File: src/rtl/operand_stack_if.sv
// operand_stack_if: push/pop strobes, push data and stack status for operand_stack.
// err_clr is present only when OPERAND_STACK_STICKY_ERR_EN is defined.
interface operand_stack_if #(
   parameter int WIDTH = 8,
   parameter int DEPTH = 8
);
   localparam int CNT_W = $clog2(DEPTH + 1);
   logic push, pop;
   logic [WIDTH-1:0] din, tos, nos;
   logic [CNT_W-1:0] count;
   logic empty, full, overflow, underflow;
`ifdef OPERAND_STACK_STICKY_ERR_EN
   logic err_clr;
   modport master(output push, pop, din, err_clr, input tos, nos, count, empty, full, overflow, underflow);
   modport slave(input push, pop, din, err_clr, output tos, nos, count, empty, full, overflow, underflow);
`else
   modport master(output push, pop, din, input tos, nos, count, empty, full, overflow, underflow);
   modport slave(input push, pop, din, output tos, nos, count, empty, full, overflow, underflow);
`endif
endinterface

File: src/rtl/operand_stack.sv
// operand_stack: LIFO operand stack feeding tos/nos to the ALU.
// Defining OPERAND_STACK_STICKY_ERR_EN makes overflow/underflow sticky until err_clr.
module operand_stack #(
   parameter int WIDTH = 8,
   parameter int DEPTH = 8
) (
   input logic clk,
   input logic rst,
   operand_stack_if.slave bus
);
   localparam int CNT_W = $clog2(DEPTH + 1);
   localparam int AW = $clog2(DEPTH);
   logic [WIDTH-1:0] stk [DEPTH];
   logic [CNT_W-1:0] sp;
   logic [AW-1:0] wr_idx;
   logic is_empty, is_full, inc, dec, wr_en, ov_evt, un_evt, ov, un;
   assign is_empty = sp == '0;
   assign is_full = sp == CNT_W'(DEPTH);
   // push+pop on a non-empty stack replaces the top in place; on an empty stack it is a plain push
   assign inc = bus.push && (bus.pop ? is_empty : !is_full);
   assign dec = bus.pop && !bus.push && !is_empty;
   assign wr_en = bus.push && (bus.pop || !is_full);
   assign wr_idx = (bus.pop && !is_empty) ? AW'(sp - 1'b1) : AW'(sp);
   assign ov_evt = bus.push && !bus.pop && is_full;
   assign un_evt = bus.pop && is_empty;
   assign bus.tos = is_empty ? '0 : stk[AW'(sp - 1'b1)];
   assign bus.nos = (sp < CNT_W'(2)) ? '0 : stk[AW'(sp - CNT_W'(2))];
   assign bus.count = sp;
   assign bus.empty = is_empty;
   assign bus.full = is_full;
   assign bus.overflow = ov;
   assign bus.underflow = un;
   // stack pointer, clamped to 0..DEPTH by the inc/dec qualification
   always_ff @(posedge clk or posedge rst) begin
      if (rst) sp <= '0;
      else if (inc) sp <= sp + 1'b1;
      else if (dec) sp <= sp - 1'b1;
   end
   // storage is never cleared; writes are dropped while reset is held
   always_ff @(posedge clk) begin
      if (wr_en && !rst) stk[wr_idx] <= bus.din;
   end
   // error flags: one-cycle pulses, or sticky with set winning over err_clr
   always_ff @(posedge clk or posedge rst) begin
      if (rst) begin
         ov <= 1'b0;
         un <= 1'b0;
      end else begin
`ifdef OPERAND_STACK_STICKY_ERR_EN
         ov <= ov_evt || (ov && !bus.err_clr);
         un <= un_evt || (un && !bus.err_clr);
`else
         ov <= ov_evt;
         un <= un_evt;
`endif
      end
   end
endmodule
File: src/flat_wrapper.sv
// flat-port wrapper written by rule: the top's interface ports become plain ports
module operand_stack_flat 
#(
   parameter int WIDTH = 8,
   parameter int DEPTH = 8
)
  (clk, rst, bus_push, bus_pop, bus_din, bus_tos, bus_nos, bus_count, bus_empty, bus_full, bus_overflow, bus_underflow);
  operand_stack_if #(.WIDTH(WIDTH), .DEPTH(DEPTH)) bus_i ();
  input logic clk;
  input logic rst;
  input wire logic [$bits(bus_i.push)-1:0] bus_push;
  input wire logic [$bits(bus_i.pop)-1:0] bus_pop;
  input wire logic [$bits(bus_i.din)-1:0] bus_din;
  output wire logic [$bits(bus_i.tos)-1:0] bus_tos;
  output wire logic [$bits(bus_i.nos)-1:0] bus_nos;
  output wire logic [$bits(bus_i.count)-1:0] bus_count;
  output wire logic [$bits(bus_i.empty)-1:0] bus_empty;
  output wire logic [$bits(bus_i.full)-1:0] bus_full;
  output wire logic [$bits(bus_i.overflow)-1:0] bus_overflow;
  output wire logic [$bits(bus_i.underflow)-1:0] bus_underflow;
  assign bus_i.push = bus_push;
  assign bus_i.pop = bus_pop;
  assign bus_i.din = bus_din;
  assign bus_tos = bus_i.tos;
  assign bus_nos = bus_i.nos;
  assign bus_count = bus_i.count;
  assign bus_empty = bus_i.empty;
  assign bus_full = bus_i.full;
  assign bus_overflow = bus_i.overflow;
  assign bus_underflow = bus_i.underflow;
  operand_stack #(.WIDTH(WIDTH), .DEPTH(DEPTH)) u_core (.clk(clk), .rst(rst), .bus(bus_i));
endmodule
File: config.mk
export PLATFORM = sky130hd
export DESIGN_NAME = operand_stack_flat
export DESIGN_NICKNAME = d
export VERILOG_FILES = /design/src/rtl/operand_stack_if.sv /design/src/rtl/operand_stack.sv /design/src/flat_wrapper.sv
export SDC_FILE = /design/constraint.sdc
export NUM_CORES = 1
export LEC_CHECK = 0
export ABC_AREA = 1
export CAP_MARGIN = 15
export CORE_MARGIN = 2
export CORE_UTILIZATION = 58
export DETAILED_ROUTE_END_ITERATION = 16
export PLACE_DENSITY = 0.81
export SYNTH_ARGS = -nofsm -noshare
export SYNTH_HDL_FRONTEND = slang
export SYNTH_SLANG_ARGS = --single-unit
File: constraint.sdc
create_clock -name clk -period 2.9 [get_ports clk]
set_input_delay 0.435 -clock clk [delete_from_list [all_inputs] [get_ports clk]]
set_output_delay 0.435 -clock clk [all_outputs]
set_load 0.01 [all_outputs]
==> metrics.yaml, run 1 <==
status: "completed"
synth_top_cell_area_share_pct: 49.8
p_comb_share_pct: 63.8
finalHoldViolCount: 0
antenna_found_initial: 0
cts_made_buffers: 9
fp.dieW_um: 85.6
clk_pin_slew_ps: 80
powerDensity_mw_per_mm2: 1250
htree_levels: 3
p_leak_nw: 2.00
crit_arrival_ps: 2340
drtAntennaViolNets: 0
tritoncts: "yes"
synthTopCellsByArea: "edfxtp_1, nand2_1, o21ai_0, nor2_1, inv_1"
cp-end-kind: "primary output"
viasPerCell: 6.03
vias: 3390
nNetsFinal: 498
grt_usage_pct: 29.6
yosys_warnings: 0
slew_violations: 0
cts_buffer_depth: 2
clock-sinks: 70
path_class: "flop to primary output"
tns_ps: 0
drv_cap: 0
r2r-start: "u_core.bus.count[0]"
dr.pass1.iters: 7
dp_hpwl_um: 6690
wirelength_um: 10100
yosysMostFrequentCell: "nand2_1"
period_share_pct: 95.8
synthArstFlopShare_pct: 8.57
netlist_area_mm2: 0.00386
p_switching_mw: 2.61
rrSetupSlack_ps: 480
cts_hold_buf: 0
slew_headroom_pct: 56.7
intPower_mw: 3.18
min_path_type: "primary input to async pin"
yosysUniqueCellTypes: 30
synth-edff-count: 64
diodes: 0
reg2reg_to: "u_core.stk[1][3]"
portBuffers: 35
ys_seq_area_share_pct: 53.6
drive_gt1_share_pct: 11.3
tightest_slew_ps: 645
areaGrowthSynthToFinish_pct: 19.9
yosys.area.top_type: "edfxtp_1"
drc_errors: 0
rr_worst_depth: 8
skew_ps: 6.12
setup_viol: 0
std_cell_rows: 29
seqPwrFrac_pct: 22.2
syn_nets: 450
wl_per_cell_um: 18.0
core_area_mm2: 0.00639
ys_seq_elements: 70
grt.overflow.total: 0
fp.dieArea_mm2: 0.00733
period_needed_ps: 2780
switching_share_pct: 45.1
grt_pass1_wl_um: 16200
rsz0062_at_grt: "false"
place_congestion: 0.945
worstPathRequired_ps: 2470
fmax_mhz: 360
cp-start-kind: "flop"
grt_start_max_net_pins: 88
clock_latency_ps: 350
netlist_top_cells_count: "nand2_1, edfxtp_1, nor2_1, o21ai_0, inv_1"
synth_ff_type: "edfxtp_1"
syn-mean-instance-area_um2: 8.94
worst_ir_drop_vdd_mv: 1.13
critPathMaxFanout: 8
grt_pass1_vias: 3183
start_util_pct: 60.5
ios: 36
p_total_mw: 5.79
p_clk_share_pct: 13.9
first_iter_violations: 450
die_h_um: 85.6
syn_inst: 432
worst_hold_slack_ps: 334
cts-root-buf: "clkbuf_8"
layout make-up:
type / instances / area [um^2]
flip-flops and latches: 70 / 2070
fillers: 464 / 1760
multi-input cells: 291 / 1470
repair buffers: 62 / 606
inverters: 46 / 179
clock buffers: 13 / 159
well taps: 77 / 96.3
clock inverters: 3 / 42.5
kinds of logic (layout without fill, tap and decap cells):
logic type,after synthesis,count (layout),synth area share (%)
simple gates,172,172,18.5
compound gates,109,109,16.2
fa+ha+maj,6,6,1.94
buf+inv,71,124,8.33
xor+xnor,4,4,1.39
flops,70,70,53.6
through the flow:
step / setup WS [ps] / area [um^2] / utilization (%) / instances
after global routing: 10.6 / 4630 / 72.5 / 562
after global placement: 323 / 4370 / 68.4 / 545
after detailed placement: 301 / 4370 / 68.4 / 545
final: 121 / 4630 / 72.5 / 562
after floorplan: 396 / 3860 / - / 432
after CTS: 3.17 / 4600 / 72.1 / 562
flip-flops by register name, indices dropped and copies added (netlist names):
name	flops
u_core.bus.underflow	1
u_core.stk	64
u_core.bus.overflow	1
u_core.bus.count	4
worst max-delay path, cell delays in order (launching register included):
cell             delay, ps
dfrtp_1                450
inv_1                  130
ha_1                   340
clkinvlp_4             200
o21bai_1               110
nor2_1                 200
clkdlybuf4s50_1        580
cell usage in the layout, fill, tap and decap left out, types with 2 or more instances in the layout:
cell,instances
xor2_1,3
o211ai_1,16
nand3_1,20
ha_1,6
a21oi_1,25
inv_1,41
nand2_1,86
buf_4,24
o22ai_1,8
clkbuf_1,2
dfrtp_1,5
edfxtp_1,64
o21ai_0,48
o21bai_1,8
nor2_1,58
buf_12,2
clkinvlp_4,2
inv_2,3
o21ai_1,3
clkdlybuf4s50_1,27
clkbuf_8,11
dlymetal6s2s_1,8
worst max path at each step:
stage / depth (start not counted) / slack, ps / endpoint / from
global placement: 7 / 320 / bus_tos[3] / u_core.bus.count[0]
CTS: 9 / 3 / bus_tos[4] / u_core.bus.count[0]
finish: 6 / 120 / bus_nos[1] / u_core.bus.count[2]
global route: 7 / 10 / bus_nos[0] / u_core.bus.count[0]
floorplan: 8 / 400 / u_core.stk[6][0] / u_core.bus.count[0]
detailed placement: 9 / 300 / bus_tos[4] / u_core.bus.count[1]
per-layer routing:
metal	part of all wire (%)	vias to the layer above	routed length, um	track usage (%)
met5	0	-	0	0
met4	4.8	0	491	18.0
met3	9.6	40	974	4.81
met2	47	244	4790	47.2
met1	38	1546	3880	38.0
li1	-	1560	-	-
power by group through the flow:
stage / Sequential, mW / Combinational, mW / Clock, mW
after detailed placement: 1.30 / 3.56 / 0
after global routing: 1.30 / 4.03 / 0.847
after CTS: 1.28 / 3.69 / 0.813
final: 1.29 / 3.70 / 0.806
after global placement: 1.30 / 3.49 / 0
after floorplan: 1.31 / 2.20 / 0
repair_timing:
item,in CTS,in global routing
cloned,0,0
pin swaps,1,0
setup endpoints to repair,13,12
gates resized for setup,5,11
buffers inserted,1,0
hold endpoints to repair,0,0
Power figures use the tool's default switching activity.
==> run 2: changes to the inputs <==
--- a/config.mk
+++ b/config.mk
@@ -7,6 +7,7 @@
 export LEC_CHECK = 0
 export ABC_AREA = 1
 export CAP_MARGIN = 15
+export CORE_ASPECT_RATIO = 1.5
 export CORE_MARGIN = 2
 export CORE_UTILIZATION = 58
 export DETAILED_ROUTE_END_ITERATION = 16
==> metrics.yaml, run 2 (synthesized netlist as in run 1, its figures left out) <==
status: "completed"
skew_ps: 9.28
diodes: 0
tritoncts: "yes"
viasPerCell: 5.78
p_comb_share_pct: 61.5
tightest_slew_ps: 468
place_congestion: 0.942
cts_buffer_depth: 2
cts-root-buf: "clkbuf_8"
min_path_type: "primary input to async pin"
drive_gt1_share_pct: 11.6
core_area_mm2: 0.00649
slowest_stage: "clkdlybuf4s50_1"
ios: 36
worst_ir_drop_vdd_mv: 0.915
grt_pass1_wl_um: 15400
drc_errors: 0
vias: 3230
cp-end-kind: "primary output"
fp.dieW_um: 70.6
antenna_found_initial: 0
worstPathRequired_ps: 2470
finalHoldViolCount: 0
period_share_pct: 94.1
largest_register_ffs: 64
seqPwrFrac_pct: 22.9
cp-start-kind: "flop"
p_clk_share_pct: 15.6
critPathBufInv: 3
grtUsageMet3_pct: 4.36
p_switching_mw: 2.54
setup_viol: 0
htree_levels: 3
intPower_mw: 3.19
die_h_um: 104
period_needed_ps: 2730
drtAntennaViolNets: 0
slew_violations: 0
crit_arrival_ps: 2290
dp_cells: 541
grt_usage_pct: 27.9
p_total_mw: 5.73
fmax_mhz: 366
slew_headroom_pct: 68.6
layout_common_cells: "nand2_1, edfxtp_1, nor2_1, o21ai_0, inv_1"
top_register: "u_core.stk"
nNetsFinal: 496
dr.pass1.iters: 6
tns_ps: 0
clock-sinks: 70
wl_per_cell_um: 17.2
std_cell_rows: 36
grt_start_max_net_pins: 45
grt-busiest-layer: "met2"
clock_latency_ps: 370
grt_pass1_vias: 3229
rsz0062_at_grt: "false"
finalNonFillerCells: 559
crit_chain: "inv_1, ha_1, inv_2, o21bai_1, nor2_1, clkdlybuf4s50_1"
switching_share_pct: 44.3
cp_slowest_stage_delay_ps: 550
clk_pin_slew_ps: 80
start_util_pct: 59.5
critPathMaxFanout: 9
first_iter_violations: 227
met1_usage_pct: 29.9
dp_hpwl_um: 6680
powerDensity_mw_per_mm2: 1240
timing.critical_path.max_delay_family: "buffers and inverters"
drv_cap: 0
wirelength_um: 9600
portBuffers: 35
grt.overflow.total: 0
final_common_cell: "nand2_1"
cts_made_buffers: 9
p_leak_nw: 1.98
fp.dieArea_mm2: 0.00734
fillers: 502
path_class: "flop to primary output"
met2_usage_pct: 49.2
areaGrowthSynthToFinish_pct: 19.4
## run 2: cell types whose count changed in the layout (fill, tap and decap cells not counted), sizes merged, moves of 2 or more
cell	previous run	this run
clkbuf	13	9
clkinv	1	3
dlymetal6s2s	8	6
inv	45	47
buf	27	25
dlygate4sd2	0	2
## run 2: area by class of cell
cell class / instances / area [um^2] / area share, %
clock buffer: 9 / 124 / 2.69
clock inverter: 7 / 105 / 2.28
inverter: 46 / 174 / 3.77
multi-input combinational: 291 / 1480 / 32.0
sequential: 70 / 2070 / 45.0
tap: 76 / 95.1 / 2.06
timing repair buffer: 60 / 563 / 12.2
## run 2: what timing repair did
item,CTS,global route
hold buffers,0,0
resized for setup,5,8
gates cloned,0,0
endpoints found under the setup margin,11,11
setup buffers,2,0
pin swaps,1,0
hold endpoints to repair,0,0
## run 2: worst paths after layout
check	from	end	slack (ps)	cells after the start
max	u_core.bus.count[2]	bus_nos[4]	170	6
min	rst	u_core.bus.overflow	330	2
max reg2reg	u_core.bus.count[1]	u_core.stk[5][6]	510	10
min reg2reg	u_core.bus.count[2]	u_core.bus.count[2]	730	2
max in group asynchronous	rst	u_core.bus.count[0]	2300	2
min in group clk	u_core.bus.count[2]	u_core.bus.count[2]	730	2
## run 2: power groups by stage
| stage | sequential, mW | clock, mW | combinational, mW |
|---|---|---|---|
| final | 1.31 | 0.893 | 3.53 |
| after global routing | 1.32 | 0.950 | 3.89 |
| after CTS | 1.31 | 0.906 | 3.53 |
| after detailed placement | 1.33 | 0 | 3.43 |
| after global placement | 1.32 | 0 | 3.39 |
| after floorplan | 1.31 | 0 | 2.20 |
## run 2: per-layer routing
metal / wire length (um) / vias up
li1: - / 1557
met1: 3440 / 1489
met2: 5140 / 143
met3: 473 / 41
met4: 545 / 0
met5: 0 / -
## run 2: through the flow
stage | instance area (um^2) | utilization (%) | setup WS [ps] | hold WS [ps]
3_3_place_gp | 4330 | 66.8 | 289 | 700
5_1_grt | 4610 | 71.1 | 81.7 | 339
4_1_cts | 4590 | 70.8 | 10.7 | 329
6_report | 4610 | 71.1 | 171 | 329
2_1_floorplan | 3860 | - | 396 | 234
3_5_place_dp | 4330 | 66.8 | 253 | 716
==> run 3: changes to the inputs <==
--- a/config.mk
+++ b/config.mk
@@ -11,6 +11,7 @@
 export CORE_MARGIN = 2
 export CORE_UTILIZATION = 58
 export DETAILED_ROUTE_END_ITERATION = 16
+export GPL_ROUTABILITY_DRIVEN = 0
 export PLACE_DENSITY = 0.81
 export SYNTH_ARGS = -nofsm -noshare
 export SYNTH_HDL_FRONTEND = slang
==> results of run 3 <==
Same layout as run 2: the final DEF is identical, and so are final timing and power.
